--- config.mk ---
export PLATFORM = sky130hd
export DESIGN_NAME = mwc_exp_table
export DESIGN_NICKNAME = d
export VERILOG_FILES = /design/src/rtl/mwc_pkg.sv /design/src/rtl/mwc_exp_table.sv
export SDC_FILE = /design/constraint.sdc
export NUM_CORES = 1
export LEC_CHECK = 0
export CAP_MARGIN = 20
export CORE_MARGIN = 2
export CORE_UTILIZATION = 45
export DETAILED_ROUTE_END_ITERATION = 16
export PLACE_DENSITY_LB_ADDON = 0.25
export SYNTH_ARGS = -nofsm -noshare
export SYNTH_HDL_FRONTEND = slang
export SYNTH_SLANG_ARGS = --single-unit
--- constraint.sdc ---
create_clock -name clk -period 32.3 [get_ports clk]
set_input_delay 3.23 -clock clk [delete_from_list [all_inputs] [get_ports clk]]
set_output_delay 3.23 -clock clk [all_outputs]
set_load 0.02 [all_outputs]
--- src/rtl/mwc_pkg.sv ---
// Shared types and default sizes for the memory-write checker.
package mwc_pkg;

  localparam int DEF_WIDTH   = 32;
  localparam int DEF_NEXP    = 8;
  localparam int DEF_TIMEOUT = 1024;

  typedef enum logic [1:0] {IDLE, RUN, PASS, FAIL} state_t;

  typedef enum logic [1:0] {NONE, ADDR, DATA, TIMEOUT} fail_code_t;

endpackage

--- src/rtl/mwc_exp_table.sv ---
// Expected (address, data) table: synchronous write, asynchronous read.
module mwc_exp_table #(
  parameter int WIDTH = mwc_pkg::DEF_WIDTH,
  parameter int NEXP  = mwc_pkg::DEF_NEXP,
  localparam int IW   = $clog2(NEXP)
) (
  input  logic             clk,
  input  logic             reset,
  input  logic             wr_en,
  input  logic [IW-1:0]    wr_idx,
  input  logic [WIDTH-1:0] wr_adr,
  input  logic [WIDTH-1:0] wr_data,
  input  logic [IW-1:0]    rd_idx,
  output logic [WIDTH-1:0] rd_adr,
  output logic [WIDTH-1:0] rd_data
);

  logic [NEXP-1:0][WIDTH-1:0] adr_mem;
  logic [NEXP-1:0][WIDTH-1:0] data_mem;

  // Entry storage; the whole table is wiped by reset.
  always_ff @(posedge clk or posedge reset) begin
    if (reset) begin
      adr_mem  <= '0;
      data_mem <= '0;
    end else if (wr_en && (int'(wr_idx) < NEXP)) begin
      adr_mem[wr_idx]  <= wr_adr;
      data_mem[wr_idx] <= wr_data;
    end
  end

  // Out-of-range indices (non power-of-two depth) read as zero.
  always_comb begin
    rd_adr  = '0;
    rd_data = '0;
    if (int'(rd_idx) < NEXP) begin
      rd_adr  = adr_mem[rd_idx];
      rd_data = data_mem[rd_idx];
    end
  end

endmodule

### Word level (Yosys, flattened, before mapping)

Cells that the tools add are included.

| word-level totals | value |
|---|---|
| bits in registers | 512 |
| bits of input ports | 73 |
| output and inout bits | 64 |
| logic and storage cells | 28 |

| cells by class | value |
|---|---|
| order comparisons | 3 |
| multiplexer cells | 8 |
| reductions and logical operators | 1 |

Operators by type and width:

| operator | count |
|---|---|
| bitwise mux 256 bit | 2 |
| binary-select mux 32 bit (select 3 bit) | 2 |
| demux 32 bit (select 3 bit) | 1 |
| 2-to-1 mux 32 bit | 3 |
| < comparator 3 x 4 -> 1 bit, second input constant | 2 |
| >= comparator 3 x 1 -> 1 bit, second input constant | 1 |
| logical AND 1 bit | 1 |

### Depth between registers and ports, before layout

Gate-level depths: netlist of run 1.

| logic depth | value |
|---|---|
| word-level depth | 5 |
| mapped depth | 5 |
| depth with buffers taken out | 2 |

### Worst setup path after synthesis of run 1

OpenSTA, ideal clock, no wires.

| timing | value |
|---|---|
| path type | input to output |
| start point | input port rd_idx[2] |
| end point | output port rd_adr[0] |
| arrival | 4.442 ns |
| required time | 29.070 ns |
| path slack | 24.628 ns |
| cell stages on the path | 4 |
| path through | buf_2 > buf_1 > mux4_2 > mux2_2 |

| between the ends | value |
|---|---|
| longest elaborated chain between the ends | 2 |

RTL lines:

| what | RTL line | text |
|---|---|---|
| from (decl) | mwc_exp_table.sv:13 | `input logic [IW-1:0] rd_idx,` |
| binary-select mux 32 bit (select 3 bit) | mwc_exp_table.sv:37 | `rd_adr = adr_mem[rd_idx];` |
| 2-to-1 mux 32 bit (implied by the code) | mwc_exp_table.sv:37 |  |
| to (decl) | mwc_exp_table.sv:14 | `output logic [WIDTH-1:0] rd_adr,` |

Every way passes these cells. The select of a mux whose other input is x is not followed.

### Worst setup path after layout of run 1

| timing | value |
|---|---|
| start point | input port rd_idx[0] |
| end point | output port rd_adr[30] |

The elaborated chain is that of the path after synthesis.

==> flow_metrics.env, run 1 <==
export IMPL_status="complete, no violations"
export IMPL_grt_first_pass_wirelength_mm=79.1
export IMPL_grtUsageTotal_pct=19.4
export IMPL_start_util_pct=45.6
export IMPL_yosysSeqAreaShare_pct=56.1
export IMPL_synth_compound_area_share_pct=0
export IMPL_final_min_clock_period_ps=9700
export IMPL_hp_start="adr_mem[107]"
export IMPL_first_global_vias=13300
export IMPL_yosys_area_share_simple_pct=0.373
export IMPL_hold_viol=0
export IMPL_synthAdderAreaFrac_pct=0
export IMPL_dpl_cell_count=2052
export IMPL_synth_top_family_by_area="multiplexers"
export IMPL_cts_setup_buffers=0
export IMPL_synth_top_cells_by_count="mux2_2, dfrtp_1, mux4_2"
export IMPL_io_buffers=136
export IMPL_synth_mux_area_share_pct=41.1
export IMPL_ant_nets=0
export IMPL_fin_tns_setup_ps=0
export IMPL_crit_chain="clkbuf_8, buf_4, mux4_2, mux2_2, clkdlybuf4s50_1"
export IMPL_worstSkewPairLatency_ps=590
export IMPL_area_growth_pct=16.6
export IMPL_firstDrtPassIters=4
export IMPL_worstHoldPathCells=1
export IMPL_path_max_fanout=75
export IMPL_path_delay_family="buffers and inverters"
export IMPL_r2r_start="data_mem[33]"
export IMPL_gp_congestion=0.707
export IMPL_rsz0062_at_grt="no"
export IMPL_ioPinCount=137
export IMPL_stdcell_count=2155
export IMPL_crit_required_ps=29070
export IMPL_syn_avg_cell_area_um2=17.4
export IMPL_viasPerCell=5.60
export IMPL_max_freq_mhz=103
export IMPL_nets=1509
export IMPL_cp_slowest_cell="buf_4"
export IMPL_grt_max_degree=148
export IMPL_synth_cell_type_count=13
export IMPL_ys_seq_elements=512
export IMPL_antenna_found_initial=5
export IMPL_clk_path_buf_depth=3
export IMPL_seqCellArea_um2=12800
export IMPL_rows=82
export IMPL_cts_resized=0
export IMPL_synth_edf_count=0
export IMPL_start_kind="input pin"
export IMPL_irDropWorstVdd_uv=38.9
export IMPL_die_w_um=229
export IMPL_post_route_period_util_pct=30.0
export IMPL_numCtsBuffers=54
export IMPL_slowest_delay_ps=930
export IMPL_synthDominantCellAreaShare_pct=56.1
export IMPL_worstMarginPinSlew_ps=1000
export IMPL_synth_flop_cell="dfrtp_1"
export IMPL_drt_wl_total_mm=49.4
export IMPL_fillers=4117
export IMPL_yosysWarnings=0
export IMPL_avgRoutedWirePerCell_um=22.9
export IMPL_multi_input_area_um2=9480
export IMPL_cts_max_level=2
export IMPL_yosysMostFrequentCell="mux2_2"
export IMPL_synth_top_cell_by_area="dfrtp_1"
export IMPL_ys_top_cells_by_area="dfrtp_1, mux2_2, mux4_2"
export IMPL_dieArea_um2=52500
export IMPL_core_area_um2=50100
export IMPL_syn_nets=1388
export IMPL_root_buffer="clkbuf_16"
export IMPL_grt_overflow_total=0
export IMPL_reg2regPathDepth=1
export IMPL_max_cap_violations=0
export IMPL_drive_above_1_share_pct=55.5
export IMPL_drc_errors=0
export IMPL_power_per_cell_area_nw_per_um2=70.8
export IMPL_hold_buffers=0
export IMPL_slew_headroom_pct=33.0
export IMPL_hpwl_mm=26.6
export IMPL_vias=12100
export IMPL_hold_class="register to register"
export IMPL_cp_data_arrival_time_ps=6470
export IMPL_syn_inst=1315
export IMPL_worst_r2r_setup_slack_ps=31520
export IMPL_cts_tree="done"
export IMPL_synthXorXnorAreaFrac_pct=0
export IMPL_first_iter_violations=582
export IMPL_worstSetupPathType="input pin to output port"
export IMPL_path_buf_inv=3
export IMPL_p_leak_nw=11.0
export IMPL_clock_sinks=512
export IMPL_async_reset_ff_share_pct=100
export IMPL_slew_viol_final=0
export IMPL_endpoint_kind="output port"
export IMPL_die_y_um=229
export IMPL_synth_area_um2=22800
export IMPL_r2r_end="data_mem[33]"
export IMPL_finClkSkew_ps=0
export IMPL_clk_pin_slew_worst_paths_ps=60
export IMPL_setup_viol=0
export IMPL_hold_end="adr_mem[107]"
cell usage in the layout, fill, tap and decap left out, types with 2 or more instances in the layout:
| cell type | count |
|---|---|
| dfrtp_1 | 512 |
| clkbuf_16 | 57 |
| mux2_2 | 576 |
| mux4_2 | 128 |
| clkinvlp_4 | 2 |
| and4bb_4 | 3 |
| diode_2 | 2 |
| buf_4 | 19 |
| clkinv_2 | 8 |
| clkdlybuf4s50_1 | 133 |
| nand4b_1 | 3 |
| bufinv_16 | 6 |
| clkbuf_8 | 16 |
| inv_8 | 2 |
| clkbuf_1 | 11 |
sequential cells by signal, summed over array words and instances, names as in the netlist:
| signal | cells |
|---|---|
| adr_mem | 256 |
| data_mem | 256 |
per-stage QoR:
stage | hold WS, ps | power (W) | setup slack (ps) | cell area (µm²) | util, %
6_report | 497 | 0.00188 | 22600 | 26600 | 53.1
2_1_floorplan | 474 | 0.00112 | 14770 | 22800 | -
3_3_place_gp | 482 | 0.00122 | 22520 | 24700 | 49.3
5_1_grt | 509 | 0.00198 | 22330 | 26600 | 53.1
3_5_place_dp | 487 | 0.00124 | 22500 | 24700 | 49.3
4_1_cts | 501 | 0.00191 | 22490 | 26600 | 53.1
layout make-up:
| type | instances | area share (%) |
|---|---|---|
| Sequential cell | 512 | 48.2 |
| Clock buffer | 83 | 6.29 |
| Multi-Input combinational cell | 712 | 35.6 |
| Tap cell | 672 | 3.16 |
| Antenna cell | 2 | 0.0188 |
| Timing Repair Buffer | 155 | 5.71 |
| Clock inverter | 18 | 0.960 |
| Inverter | 1 | 0.0423 |
power breakdown:
part,switching (W),internal [W]
sequential,0.0000654,0.000783
clock,0.000256,0.000404
combinational,0.000141,0.000235
total,0.000462,0.00142
cell families after synthesis:
logic type	count (synthesis)
buffers and inverters	91
DFF	512
muxes	704
and+or+nand+nor	8
layer usage:
layer  share of wire (%)  vias to the layer above  GRT usage [%]
met3                 4.6                       61           4.06
li1                    -                     5217              -
met1                  47                     6588           27.7
met2                  47                      185           30.6
met4                 1.5                        8           4.63
met5                0.10                        -              0
how the worst max path moves through the flow:
stage | startpoint | end | slack, ps | depth (start not counted)
floorplan | reset | adr_mem[0] | 14770 | 1
global route | rd_idx[0] | rd_adr[12] | 22330 | 5
CTS | rd_idx[0] | rd_adr[30] | 22490 | 5
global placement | rd_idx[0] | rd_adr[30] | 22520 | 5
detailed placement | rd_idx[0] | rd_adr[30] | 22500 | 5
finish | rd_idx[0] | rd_adr[30] | 22600 | 5
Note: power is estimated with default switching activity, not from simulation.
==> run 2: changes to the inputs <==
Clock period 32.3 ns to 9.4 ns, I/O delays scaled along.
==> run 2 against run 1 <==
  * Routed wire length is 2.2% lower
  * Final area is 0.22% lower
  * Hold slack better by 1.2 ps
  * Non-clock buffer count is 2 higher
  * Combinational power grew to 3.4 times the previous value
  * Global-route usage is 0.42 points lower
  * Power grew to 3.4 times the previous value
  * Clock-buffer cell count is 6 higher
  * Utilization is 0.11 points lower
  * Sequential share of layout area is 0.10 points higher
  * Largest cell class unchanged
  * Highest routed layer unchanged
==> flow_metrics.env, run 2 (synthesis results as in run 1) <==
export IMPL_cts_max_level=2
export IMPL_first_global_vias=13300
export IMPL_worstMarginPinSlew_ps=1040
export IMPL_grtUsageTotal_pct=19.0
export IMPL_final_min_clock_period_ps=5070
export IMPL_mostFrequentLayoutCells="mux2_2, dfrtp_1, clkdlybuf4s50_1"
export IMPL_r2r_end="adr_mem[203]"
export IMPL_final_common_cell="mux2_2"
export IMPL_drive_above_1_share_pct=55.1
export IMPL_hold_end="data_mem[193]"
export IMPL_viasPerCell=5.57
export IMPL_hold_buffers=0
export IMPL_cts_setup_buffers=0
export IMPL_fin_tns_setup_ps=0
export IMPL_nets=1511
export IMPL_fin_ws_ps=4330
export IMPL_clk_path_buf_depth=3
export IMPL_p_leak_nw=10.9
export IMPL_fillers=4180
export IMPL_irDropWorstVdd_uv=144
export IMPL_area_growth_pct=16.3
export IMPL_p_seq_share_pct=46.0
export IMPL_grt_overflow_total=0
export IMPL_max_freq_mhz=197
export IMPL_max_cap_violations=0
export IMPL_hp_start="data_mem[193]"
export IMPL_die_w_um=229
export IMPL_start_kind="input pin"
export IMPL_core_area_um2=50100
export IMPL_avgRoutedWirePerCell_um=22.4
export IMPL_rows=82
export IMPL_worst_r2r_setup_slack_ps=8620
export IMPL_path_max_fanout=80
export IMPL_endpoint_kind="output port"
export IMPL_drc_errors=0
export IMPL_start_util_pct=45.6
export IMPL_ioPinCount=137
export IMPL_multi_input_area_um2=9480
export IMPL_hold_class="register to register"
export IMPL_p_comb_share_pct=20.3
export IMPL_cp_data_arrival_time_ps=4130
export IMPL_top_regs="adr_mem x256, data_mem x256"
export IMPL_hpwl_mm=26.5
export IMPL_seqCellArea_um2=12800
export IMPL_cts_resized=0
export IMPL_p_int_w=0.00479
export IMPL_worstHoldPathCells=1
export IMPL_worstSetupPathType="input pin to output port"
export IMPL_switching_share_pct=24.5
export IMPL_antenna_found_initial=3
export IMPL_switchingPower_w=0.00155
export IMPL_post_route_period_util_pct=53.9
export IMPL_clk_pin_slew_worst_paths_ps=60
export IMPL_cts_tree="done"
export IMPL_crit_required_ps=8460
export IMPL_io_buffers=136
export IMPL_grt_max_degree=177
export IMPL_first_iter_violations=656
export IMPL_path_delay_family="buffers and inverters"
export IMPL_hold_viol=0
export IMPL_gp_congestion=0.693
export IMPL_grt_first_pass_wirelength_mm=77.8
export IMPL_vias=12000
export IMPL_p_clk_share_pct=33.7
export IMPL_numCtsBuffers=54
export IMPL_post_place_ws_ps=4230
export IMPL_worstSkewPairLatency_ps=590
export IMPL_clock_sinks=512
export IMPL_dieArea_um2=52500
export IMPL_power_per_cell_area_nw_per_um2=239
export IMPL_firstDrtPassIters=4
export IMPL_slew_viol_final=0
export IMPL_status="complete, no violations"
export IMPL_ant_nets=0
export IMPL_r2r_start="adr_mem[203]"
export IMPL_power_w=0.00635
export IMPL_reg2regPathDepth=1
export IMPL_slew_headroom_pct=31.0
export IMPL_finClkSkew_ps=0
export IMPL_path_buf_inv=3
export IMPL_slowest_delay_ps=860
export IMPL_cp_slowest_cell="buf_4"
export IMPL_crit_cells=5
export IMPL_die_y_um=229
export IMPL_drt_wl_total_mm=48.3
export IMPL_setup_viol=0
export IMPL_root_buffer="clkbuf_16"
export IMPL_rsz0062_at_grt="no"
export IMPL_crit_chain="clkbuf_8, buf_4, mux4_2, mux2_2, clkdlybuf4s50_1"
[run 2: cell type report]
cell class	instances	area share (%)
Sequential cell	512	48.3
Multi-Input combinational cell	712	35.7
Clock buffer	89	6.35
Timing Repair Buffer	157	5.98
Tap cell	672	3.17
Clock inverter	8	0.448
Antenna cell	4	0.0377
Inverter	1	0.0283
[run 2: layer usage]
metal | vias up | routed length, µm | global-route usage [%]
met2 | 171 | 22700 | 30.0
met1 | 6543 | 23100 | 27.6
li1 | 5235 | - | -
met5 | - | 15 | 0
met4 | 2 | 816 | 4.55
met3 | 57 | 1790 | 3.25
[run 2: stage by stage]
step	hold WS, ps	util, %	instances	cell area [µm²]
after floorplan	474	-	1315	22800
after global placement	482	49.3	2052	24700
after detailed placement	487	49.3	2052	24700
after CTS	500	52.9	2149	26500
after global routing	508	53.0	2152	26500
final	498	53.0	2155	26500
[run 2: how the worst max path moves through the flow]
stage,endpoint,slack (ps),start
3_3_place_gp,rd_data[3],4250,rd_idx[0]
6_report,rd_adr[14],4330,rd_idx[0]
5_1_grt,rd_data[25],4070,rd_idx[0]
4_1_cts,rd_data[28],4230,rd_idx[0]
2_1_floorplan,adr_mem[0],1510,reset
3_5_place_dp,rd_data[3],4230,rd_idx[0]
[run 2: power by group through the flow]
stage / clock [W] / combinational (W) / sequential (W)
floorplan: 0 / 0.000954 / 0.00288
global placement: 0 / 0.00127 / 0.00294
detailed placement: 0 / 0.00130 / 0.00296
CTS: 0.00220 / 0.00131 / 0.00292
global route: 0.00229 / 0.00139 / 0.00298
finish: 0.00214 / 0.00129 / 0.00292
